--- src/rtl/ff_mem_pkg.sv ---
// Types and default widths shared by the RAM port arbiter and the sweep engines.
package ff_mem_pkg;

  typedef enum logic [1:0] {
    OWN_NONE = 2'd0,
    OWN_T    = 2'd1,
    OWN_H    = 2'd2
  } owner_t;

  localparam int FF_ADDR_W = 20;
  localparam int FF_DATA_W = 16;

endpackage

--- src/rtl/ram_port_arbiter.sv ---
// Shares one single-port RAM between the test engine (T) and the host (H).
// Grant appears the cycle after a request from idle; read data returns one cycle after its grant.
module ram_port_arbiter
  import ff_mem_pkg::*;
#(
  parameter int ADDR_W    = FF_ADDR_W,
  parameter int DATA_W    = FF_DATA_W,
  parameter int MAX_BURST = 8
) (
  input  logic              clk,
  input  logic              reset,
  input  logic              test_mode,
  input  logic              t_req,
  input  logic              t_we,
  input  logic [ADDR_W-1:0] t_addr,
  input  logic [DATA_W-1:0] t_wdata,
  input  logic              h_req,
  input  logic              h_we,
  input  logic [ADDR_W-1:0] h_addr,
  input  logic [DATA_W-1:0] h_wdata,
  output logic              t_gnt,
  output logic              h_gnt,
  output logic              t_rvalid,
  output logic              h_rvalid,
  output logic [DATA_W-1:0] t_rdata,
  output logic [DATA_W-1:0] h_rdata,
  output logic              mem_write_enable,
  output logic [ADDR_W-1:0] mem_addr,
  output logic [DATA_W-1:0] mem_wdata,
  input  logic [DATA_W-1:0] mem_rdata,
  output owner_t            owner,
  output logic [15:0]       h_blocked_cnt
);

  localparam logic [7:0] BURST_LAST = 8'(MAX_BURST - 1);

  owner_t     state;
  owner_t     state_nxt;
  logic [7:0] burst_cnt;
  logic       last_t;
  logic       burst_hit;

  assign owner     = state;
  assign burst_hit = (burst_cnt == BURST_LAST);

  always_comb begin
    state_nxt        = state;
    t_gnt            = 1'b0;
    h_gnt            = 1'b0;
    mem_write_enable = 1'b0;
    mem_addr         = '0;
    mem_wdata        = '0;

    case (state)
      OWN_T: begin
        t_gnt            = t_req;
        mem_write_enable = t_we && t_req;
        mem_addr         = t_addr;
        mem_wdata        = t_wdata;
      end
      OWN_H: begin
        h_gnt            = h_req;
        mem_write_enable = h_we && h_req;
        mem_addr         = h_addr;
        mem_wdata        = h_wdata;
      end
      default: ;
    endcase

    case (state)
      OWN_NONE: begin
        if (test_mode)
          state_nxt = t_req ? OWN_T : OWN_NONE;
        else if (t_req && h_req)
          state_nxt = last_t ? OWN_H : OWN_T;
        else if (t_req)
          state_nxt = OWN_T;
        else if (h_req)
          state_nxt = OWN_H;
      end
      // test_mode preempts the host regardless of how far into its burst it is
      OWN_H: begin
        if (test_mode || !h_req)
          state_nxt = t_req ? OWN_T : OWN_NONE;
        else if (burst_hit && t_req)
          state_nxt = OWN_T;
      end
      OWN_T: begin
        if (!t_req)
          state_nxt = (h_req && !test_mode) ? OWN_H : OWN_NONE;
        else if (!test_mode && burst_hit && h_req)
          state_nxt = OWN_H;
      end
      default: state_nxt = OWN_NONE;
    endcase
  end

  always_ff @(posedge clk or posedge reset) begin
    if (reset) begin
      state     <= OWN_NONE;
      burst_cnt <= '0;
      last_t    <= 1'b0;
    end else begin
      state <= state_nxt;
      // saturate at the limit so a lone owner keeps the port indefinitely
      if (state_nxt != state)
        burst_cnt <= '0;
      else if ((t_gnt || h_gnt) && !burst_hit)
        burst_cnt <= burst_cnt + 8'd1;
      if (t_gnt)
        last_t <= 1'b1;
      else if (h_gnt)
        last_t <= 1'b0;
    end
  end

  always_ff @(posedge clk or posedge reset) begin
    if (reset) begin
      t_rvalid      <= 1'b0;
      h_rvalid      <= 1'b0;
      t_rdata       <= '0;
      h_rdata       <= '0;
      h_blocked_cnt <= '0;
    end else begin
      t_rvalid <= t_gnt && !t_we;
      h_rvalid <= h_gnt && !h_we;
      if (t_gnt && !t_we)
        t_rdata <= mem_rdata;
      if (h_gnt && !h_we)
        h_rdata <= mem_rdata;
      if (h_req && !h_gnt && (h_blocked_cnt != 16'hFFFF))
        h_blocked_cnt <= h_blocked_cnt + 16'd1;
    end
  end

endmodule

--- config.mk ---
export PLATFORM = sky130hd
export DESIGN_NAME = ram_port_arbiter
export DESIGN_NICKNAME = d
export VERILOG_FILES = /design/src/rtl/ff_mem_pkg.sv /design/src/rtl/ram_port_arbiter.sv
export SDC_FILE = /design/constraint.sdc
export NUM_CORES = 1
export LEC_CHECK = 0
export CORE_MARGIN = 2
export CORE_UTILIZATION = 40
export CTS_CLUSTER_SIZE = 14
export DETAILED_ROUTE_END_ITERATION = 7
export GPL_TIMING_DRIVEN = 0
export PLACE_DENSITY = 0.82
export SETUP_SLACK_MARGIN = 0.3
export SYNTH_ARGS = -nofsm -noshare
export SYNTH_HDL_FRONTEND = slang
export SYNTH_SLANG_ARGS = --single-unit
--- constraint.sdc ---
create_clock -name clk -period 2 [get_ports clk]
set_input_delay 0.4 -clock clk [delete_from_list [all_inputs] [get_ports clk]]
set_output_delay 0.4 -clock clk [all_outputs]
set_load 0.03 [all_outputs]
==> flow_metrics.env, run 1 <==
export IMPL_critical_path_n_buffers_inverters=4
export IMPL_worstReg2RegStart="burst_cnt[6]"
export IMPL_cts_buffer_depth=2
export IMPL_unrepaired_setup_endpoints_after_global_routing="true"
export IMPL_rows=33
export IMPL_nNetsFinal=733
export IMPL_status="complete, but fails checks"
export IMPL_timing_max_slew_rel_slack_pct=61.5
export IMPL_post_synth_cell_types=47
export IMPL_grt_remaining_overflow=0
export IMPL_number_of_primary_i_o_pins=186
export IMPL_detailedPlacementHpwl_mm=8.79
export IMPL_cp_max_stage_cell="sky130_fd_sc_hd__dfrtp_2"
export IMPL_tritoncts="done"
export IMPL_final_min_clock_period_ns=2.18
export IMPL_grt_first_pass_wirelength_mm=21.4
export IMPL_number_of_antenna_violations_at_the_first_check_in_global_routing=0
export IMPL_drc=0
export IMPL_design_die_area_um2=9380
export IMPL_first_global_vias=4172
export IMPL_max_freq_mhz=459
export IMPL_synthesis_nets=495
export IMPL_setup_reg_to_reg_worst_slack_ns=0.01
export IMPL_combinationalPowerShare_pct=69.4
export IMPL_cts_root_buf="sky130_fd_sc_hd__clkbuf_8"
export IMPL_timing_critical_path_arrival_ns=1.78
export IMPL_clkTransAtPathRegs_ns=0.07
export IMPL_wl_mm=14.9
export IMPL_delay_of_the_slowest_cell_on_the_worst_path_ns=0.42
export IMPL_cts_hold_buf=0
export IMPL_timing_final_ws_setup_ns=-0.180
export IMPL_coreArea_um2=8300
export IMPL_commonest_cells_after_routing_fill_and_taps_aside="sky130_fd_sc_hd__nand2_1 (97), sky130_fd_sc_hd__clkdlybuf4s50_1 (92), sky130_fd_sc_hd__dfrtp_1 (54), sky130_fd_sc_hd__buf_6 (51), sky130_fd_sc_hd__dlygate4sd2_1 (50)"
export IMPL_die_ht_um=96.8
export IMPL_worst_r2r_endpoint="burst_cnt[4]"
export IMPL_hold_path_endpoint="last_t"
export IMPL_worstHoldPathCells=4
export IMPL_finClkSkew_ns=0.0147
export IMPL_n_antenna_cell=0
export IMPL_floorplan_die_width_um=96.8
export IMPL_mostFrequentLayoutCell="sky130_fd_sc_hd__nand2_1"
export IMPL_seqPwrFrac_pct=20.1
export IMPL_cts_htree_levels=3
export IMPL_internal_power_mw=5.54
export IMPL_post_route_period_util_pct=109
export IMPL_power_leakage_nw=3.30
export IMPL_starting_density_pct=41.5
export IMPL_crit_path_cell_trace="inv_4, ha_4, clkbuf_16, clkbuf_16, a22oi_2, nor2b_4, buf_6"
export IMPL_drive_above_1_share_pct=43.0
export IMPL_worst_endpoint_required_ns=1.60
export IMPL_numClockSinks=61
export IMPL_synth_warning_count=0
export IMPL_ant_nets=0
export IMPL_crit_fanout=7
export IMPL_tritoncts_num_buffers=9
export IMPL_p_per_area_nw_per_um2=1410
export IMPL_finalHoldViolations=0
export IMPL_synth_async_reset_ratio_pct=100
export IMPL_min_path_type="in2reg"
export IMPL_post_synth_instance_area_um2=3450
export IMPL_flow_area_growth_from_synthesis_pct=108
export IMPL_vias=4087
export IMPL_net_switching_power_mw=4.54
export IMPL_share_clk_of_total_power_pct=10.5
export IMPL_post_synth_cell_area_avg_um2=8.75
export IMPL_route_detailed_vias_per_inst=5.51
export IMPL_setup_viol=37
export IMPL_crit_family="buffers and inverters"
export IMPL_dp_cells=683
export IMPL_post_synth_inst_count=394
export IMPL_path_common_cell="sky130_fd_sc_hd__clkbuf_16"
export IMPL_grt_use_total_pct=28.2
export IMPL_synth_ff_latch_count=61
export IMPL_finalNonFillerCells=742
export IMPL_clock_latency_ns=0.34
export IMPL_failing_checks="setup timing"
export IMPL_r2r_worst_path_cells=5
export IMPL_port_buffers=184
export IMPL_power_switching_share_pct=45.0
export IMPL_number_of_enable_type_register_cells_in_the_synthesized_netlist=0
export IMPL_routed_wire_length_per_instance_um=20.1
export IMPL_startpoint_type="register"
export IMPL_place_gp_congestion=0.961
export IMPL_worstHoldStart="h_req"
export IMPL_postSynth_topFlopCell="sky130_fd_sc_hd__dfrtp_1"
export IMPL_drt_iter0_drc=293
export IMPL_ir_drop_mv=0.989
export IMPL_setup_worst_path_end_class="primary output"
export IMPL_drt_pass1_iterations=4
export IMPL_total_power_mw=10.1
export IMPL_worst_slew_pin_slew_ns=0.576
export IMPL_synth_seq_area_share_pct=44.3
export IMPL_timing_worst_setup_path_type="reg2out"
export IMPL_finalMaxSlewViolations=0
export IMPL_maxCapViolations=0
export IMPL_grt_max_degree=62
## power groups by stage
stage | Clock (mW) | Combinational, mW | Sequential [mW]
floorplan | 0 | 3.14 | 2.80
finish | 1.06 | 7.00 | 2.03
global placement | 0 | 5.82 | 2.02
CTS | 1.04 | 6.51 | 1.98
detailed placement | 0 | 5.91 | 2.03
global route | 1.11 | 7.35 | 2.08
## cells in the mapped netlist, drive strengths merged, types with 3 or more instances
master / instances / area [um^2]
a21oi: 8 / 43.8
a22oi: 38 / 285
buf: 6 / 32.5
clkbuf: 15 / 86.3
dfrtp: 61 / 1530
ha: 6 / 75.1
inv: 11 / 41.3
nand2: 113 / 427
nand2b: 5 / 31.3
nand3: 5 / 25.0
nand4: 12 / 75.1
nor2: 8 / 30.0
nor2b: 38 / 238
nor3: 11 / 65.1
o21ai: 6 / 30.0
or3: 3 / 25.0
xnor2: 9 / 78.8
xor2: 14 / 123
## worst reg2reg max path, delay by kind of cell (launching register included)
kind,cells,cell delay (ns)
compound gates,3,0.80
simple gates,2,0.68
flops,1,0.41
## what timing repair did
| action | CTS | global route |
|---|---|---|
| cloned | 5 | 1 |
| endpoints found under the setup margin | 143 | 95 |
| buffers inserted | 25 | 11 |
| resized for setup | 394 | 58 |
| pin swaps | 49 | 43 |
## cells by family (layout without fill, tap and decap cells)
group	count (synthesis)	after routing	synth area share, %
AND/OR/NAND/NOR	207	207	29.1
AO/OA/AOI/OAI	61	61	13.1
flip-flops	61	61	44.3
buffers and inverters	34	277	4.86
XOR/XNOR	23	23	5.84
adder cells (fa/ha/maj)	6	6	2.18
multiplexers	2	2	0.617
## state kept, by name, indices dropped and copies added, names as in the netlist
register       flops
h_blocked_cnt     16
h_rdata           16
t_rdata           16
burst_cnt          8
owner              2
h_rvalid           1
last_t             1
t_rvalid           1
## area by class of cell
class	count	area [um^2]
multi-input cells	299	2550
repair buffers	227	2270
flip-flops and latches	61	1540
fillers	408	1140
plain buffers	21	402
clock buffers	13	169
well taps	105	131
inverters	13	82.6
clock inverters	3	18.8
## worst max-delay path by stage
stage | start | endpoint | slack [ns] | depth (start not counted)
after floorplan | owner[0] | mem_addr[1] | 0.11 | 6
after global placement | t_req | mem_write_enable | -0.57 | 6
after detailed placement | t_req | mem_write_enable | -0.57 | 6
after CTS | owner[0] | mem_wdata[14] | -0.19 | 7
after global routing | owner[0] | mem_wdata[14] | -0.24 | 7
final | owner[0] | mem_wdata[14] | -0.18 | 7
## metrics by stage
step / setup slack (ns) / TNS [ns] / area [um^2] / util [%] / hold WS, ns
after floorplan: 0.106 / 0 / 4080 / - / 0.461
after global placement: -0.573 / -17.50 / 6060 / 73.0 / 0.458
after detailed placement: -0.572 / -18.82 / 6060 / 73.0 / 0.461
after CTS: -0.186 / -4.95 / 6800 / 82.0 / 0.388
after global routing: -0.244 / -6.80 / 7160 / 86.3 / 0.448
final: -0.180 / -4.26 / 7160 / 86.3 / 0.426
## metal layers
layer	part of all wire, %	up-vias	GRT usage (%)
met5	0	-	0
met3	8.2	36	8.60
met1	37	1988	32.0
li1	-	1830	-
met2	52	233	50.4
met4	2.6	0	9.64
Power figures use the tool's default switching activity.
==> run 2: changes to the inputs <==
- GPL_TIMING_DRIVEN: 0 -> unset
==> run 2 against run 1 <==
Via count decreased by 2.3%. Worst hold slack improved by 0.034 ns. The flow still finishes with violations (setup timing). Sequential power is essentially flat. Clock-buffer cell count down 1. Clock skew is 0.0070 ns lower. Final cell count shrank 0.67%. Sequential share of layout area up 0.73 points. Maximum frequency unchanged. Highest routed layer unchanged. Critical path depth fell by 1. Routed wire length fell by 5.1%. Global-route usage increased by 0.41 points. Critical endpoint is now mem_addr[12].
==> flow_metrics.env, run 2 (same netlist as run 1, synthesis figures left out) <==
export IMPL_drive_above_1_share_pct=41.6
export IMPL_timing_max_slew_rel_slack_pct=67.1
export IMPL_max_freq_mhz=459
export IMPL_drt_pass1_iterations=4
export IMPL_grt_first_pass_wirelength_mm=21.7
export IMPL_ant_nets=0
export IMPL_startpoint_type="register"
export IMPL_finish_utilization_pct=83.4
export IMPL_worst_r2r_endpoint="h_blocked_cnt[10]"
export IMPL_routed_wire_length_per_instance_um=19.2
export IMPL_maxCapViolations=0
export IMPL_detail_route_met2_wl_mm=7.17
export IMPL_drt_iter0_drc=235
export IMPL_timing_final_ws_setup_ns=-0.180
export IMPL_grt_use_total_pct=28.6
export IMPL_met3WireLength_mm=1.19
export IMPL_n_antenna_cell=0
export IMPL_starting_density_pct=41.5
export IMPL_wl_mm=14.1
export IMPL_finalMaxSlewViolations=0
export IMPL_floorplan_die_width_um=96.8
export IMPL_mostFrequentLayoutCell="sky130_fd_sc_hd__clkdlybuf4s50_1"
export IMPL_cts_htree_levels=3
export IMPL_cts_hold_buf=0
export IMPL_port_buffers=185
export IMPL_delay_of_the_slowest_cell_on_the_worst_path_ns=0.46
export IMPL_numClockSinks=61
export IMPL_place_gp_congestion=0.911
export IMPL_setup_reg_to_reg_worst_slack_ns=-0.15
export IMPL_crit_fanout=18
export IMPL_status="complete, but fails checks"
export IMPL_worst_slew_pin_slew_ns=0.493
export IMPL_grt_max_degree=41
export IMPL_die_ht_um=96.8
export IMPL_commonest_cells_after_routing_fill_and_taps_aside="sky130_fd_sc_hd__clkdlybuf4s50_1 (94), sky130_fd_sc_hd__nand2_1 (90), sky130_fd_sc_hd__dfrtp_1 (55), sky130_fd_sc_hd__buf_6 (55), sky130_fd_sc_hd__dlygate4sd2_1 (51)"
export IMPL_number_of_antenna_violations_at_the_first_check_in_global_routing=0
export IMPL_p_per_area_nw_per_um2=1430
export IMPL_number_of_primary_i_o_pins=186
export IMPL_r2r_worst_path_cells=12
export IMPL_finClkSkew_ns=0.00777
export IMPL_worst_endpoint_required_ns=1.60
export IMPL_route_detailed_vias_per_inst=5.42
export IMPL_final_min_clock_period_ns=2.18
export IMPL_min_path_type="in2async"
export IMPL_ir_drop_mv=0.945
export IMPL_setup_worst_path_end_class="primary output"
export IMPL_setup_viol=57
export IMPL_post_place_ws_ns=-0.278
export IMPL_crit_family="flip-flops"
export IMPL_power_leakage_nw=3.21
export IMPL_clkTransAtPathRegs_ns=0.07
export IMPL_top_layer_used="met4"
export IMPL_design_die_area_um2=9380
export IMPL_biggestRegsByFlops="h_blocked_cnt: 16 flops, h_rdata: 16 flops, t_rdata: 16 flops"
export IMPL_nNetsFinal=728
export IMPL_timing_worst_setup_path_type="reg2out"
export IMPL_met1Wirelength_mm=5.49
export IMPL_cts_root_buf="sky130_fd_sc_hd__clkbuf_8"
export IMPL_post_route_period_util_pct=109
export IMPL_first_global_vias=4140
export IMPL_coreArea_um2=8300
export IMPL_tritoncts_num_buffers=9
export IMPL_cts_buffer_depth=2
export IMPL_failing_checks="setup timing"
export IMPL_crit_path_cell_trace="inv_4, ha_4, buf_12, a22oi_1, nor2b_2, buf_6"
export IMPL_critical_path_n_buffers_inverters=3
export IMPL_rows=33
export IMPL_grt_remaining_overflow=0
export IMPL_clock_latency_ns=0.34
export IMPL_setup_tns_final_ns=-5.62
export IMPL_detailedPlacementHpwl_mm=8.94
export IMPL_timing_critical_path_arrival_ns=1.78
export IMPL_vias=3993
export IMPL_worstReg2RegStart="owner[0]"
export IMPL_tritoncts="done"
export IMPL_unrepaired_setup_endpoints_after_global_routing="true"
export IMPL_drc=0
export IMPL_cp_max_stage_cell="sky130_fd_sc_hd__dfrtp_2"
export IMPL_flow_area_growth_from_synthesis_pct=101
export IMPL_finalHoldViolations=0
## run 2: cell types whose count changed in the layout (fill, tap and decap cells not counted), moves of 3 or more
cell	previous run	this run
sky130_fd_sc_hd__buf_8	7	0
sky130_fd_sc_hd__buf_4	25	31
sky130_fd_sc_hd__nand2_2	10	19
sky130_fd_sc_hd__clkbuf_8	17	10
sky130_fd_sc_hd__nor3_2	8	5
sky130_fd_sc_hd__a22oi_2	37	33
sky130_fd_sc_hd__nand2_1	97	90
sky130_fd_sc_hd__nor3_1	1	5
sky130_fd_sc_hd__buf_6	51	55
sky130_fd_sc_hd__a22oi_1	1	5
sky130_fd_sc_hd__clkbuf_16	10	2
## run 2: metrics by stage
stage | cell area [um^2] | power [mW] | hold slack (ns) | cells
floorplan | 4080 | 5.94 | 0.461 | 394
global placement | 5920 | 7.58 | 0.457 | 687
global route | 6920 | 10.3 | 0.493 | 737
detailed placement | 5920 | 7.67 | 0.465 | 687
CTS | 6610 | 9.37 | 0.463 | 726
finish | 6920 | 9.88 | 0.459 | 737
## run 2: final cells by class
cell class              instances  area [um^2]
multi-input cells             299         2500
repair buffers                242         2480
flip-flops and latches         61         1530
fillers                       449         1380
clock buffers                  12          145
well taps                     105          131
inverters                      13         80.1
clock inverters                 4         47.5
repair inverters                1         8.76
## run 2: tightest hold or removal path: stages
cell and delay [ns]:
sky130_fd_sc_hd__clkdlybuf4s50_1 0.44, sky130_fd_sc_hd__clkinvlp_4 0.08, sky130_fd_sc_hd__buf_4 0.27
## run 2: worst max-delay path by stage
stage	start	to	slack, ns	cells past startpoint
after floorplan	owner[0]	mem_addr[1]	0.11	6
after global placement	h_req	burst_cnt[2]	-0.15	6
after detailed placement	t_req	burst_cnt[3]	-0.28	6
after CTS	owner[0]	mem_write_enable	-0.15	8
after global routing	owner[0]	h_blocked_cnt[14]	-0.24	12
final	owner[0]	mem_addr[12]	-0.18	6
## run 2: where the power goes
| part | total [mW] | switching, mW | internal (mW) |
|---|---|---|---|
| clock | 1.10 | 0.493 | 0.606 |
| combinational | 6.73 | 3.60 | 3.13 |
| sequential | 2.04 | 0.373 | 1.67 |
| total | 9.88 | 4.47 | 5.41 |
## run 2: layer usage
metal | global-route usage [%] | vias up
li1 | - | 1808
met1 | 33.2 | 1955
met2 | 50.1 | 201
met3 | 9.68 | 29
met4 | 8.56 | 0
met5 | 0 | -
## run 2: repair_timing
item / in CTS / in global routing
cloned: 3 / 3
setup buffers: 20 / 8
resized for setup: 144 / 45
setup endpoints to repair: 130 / 97
pin swaps: 20 / 24
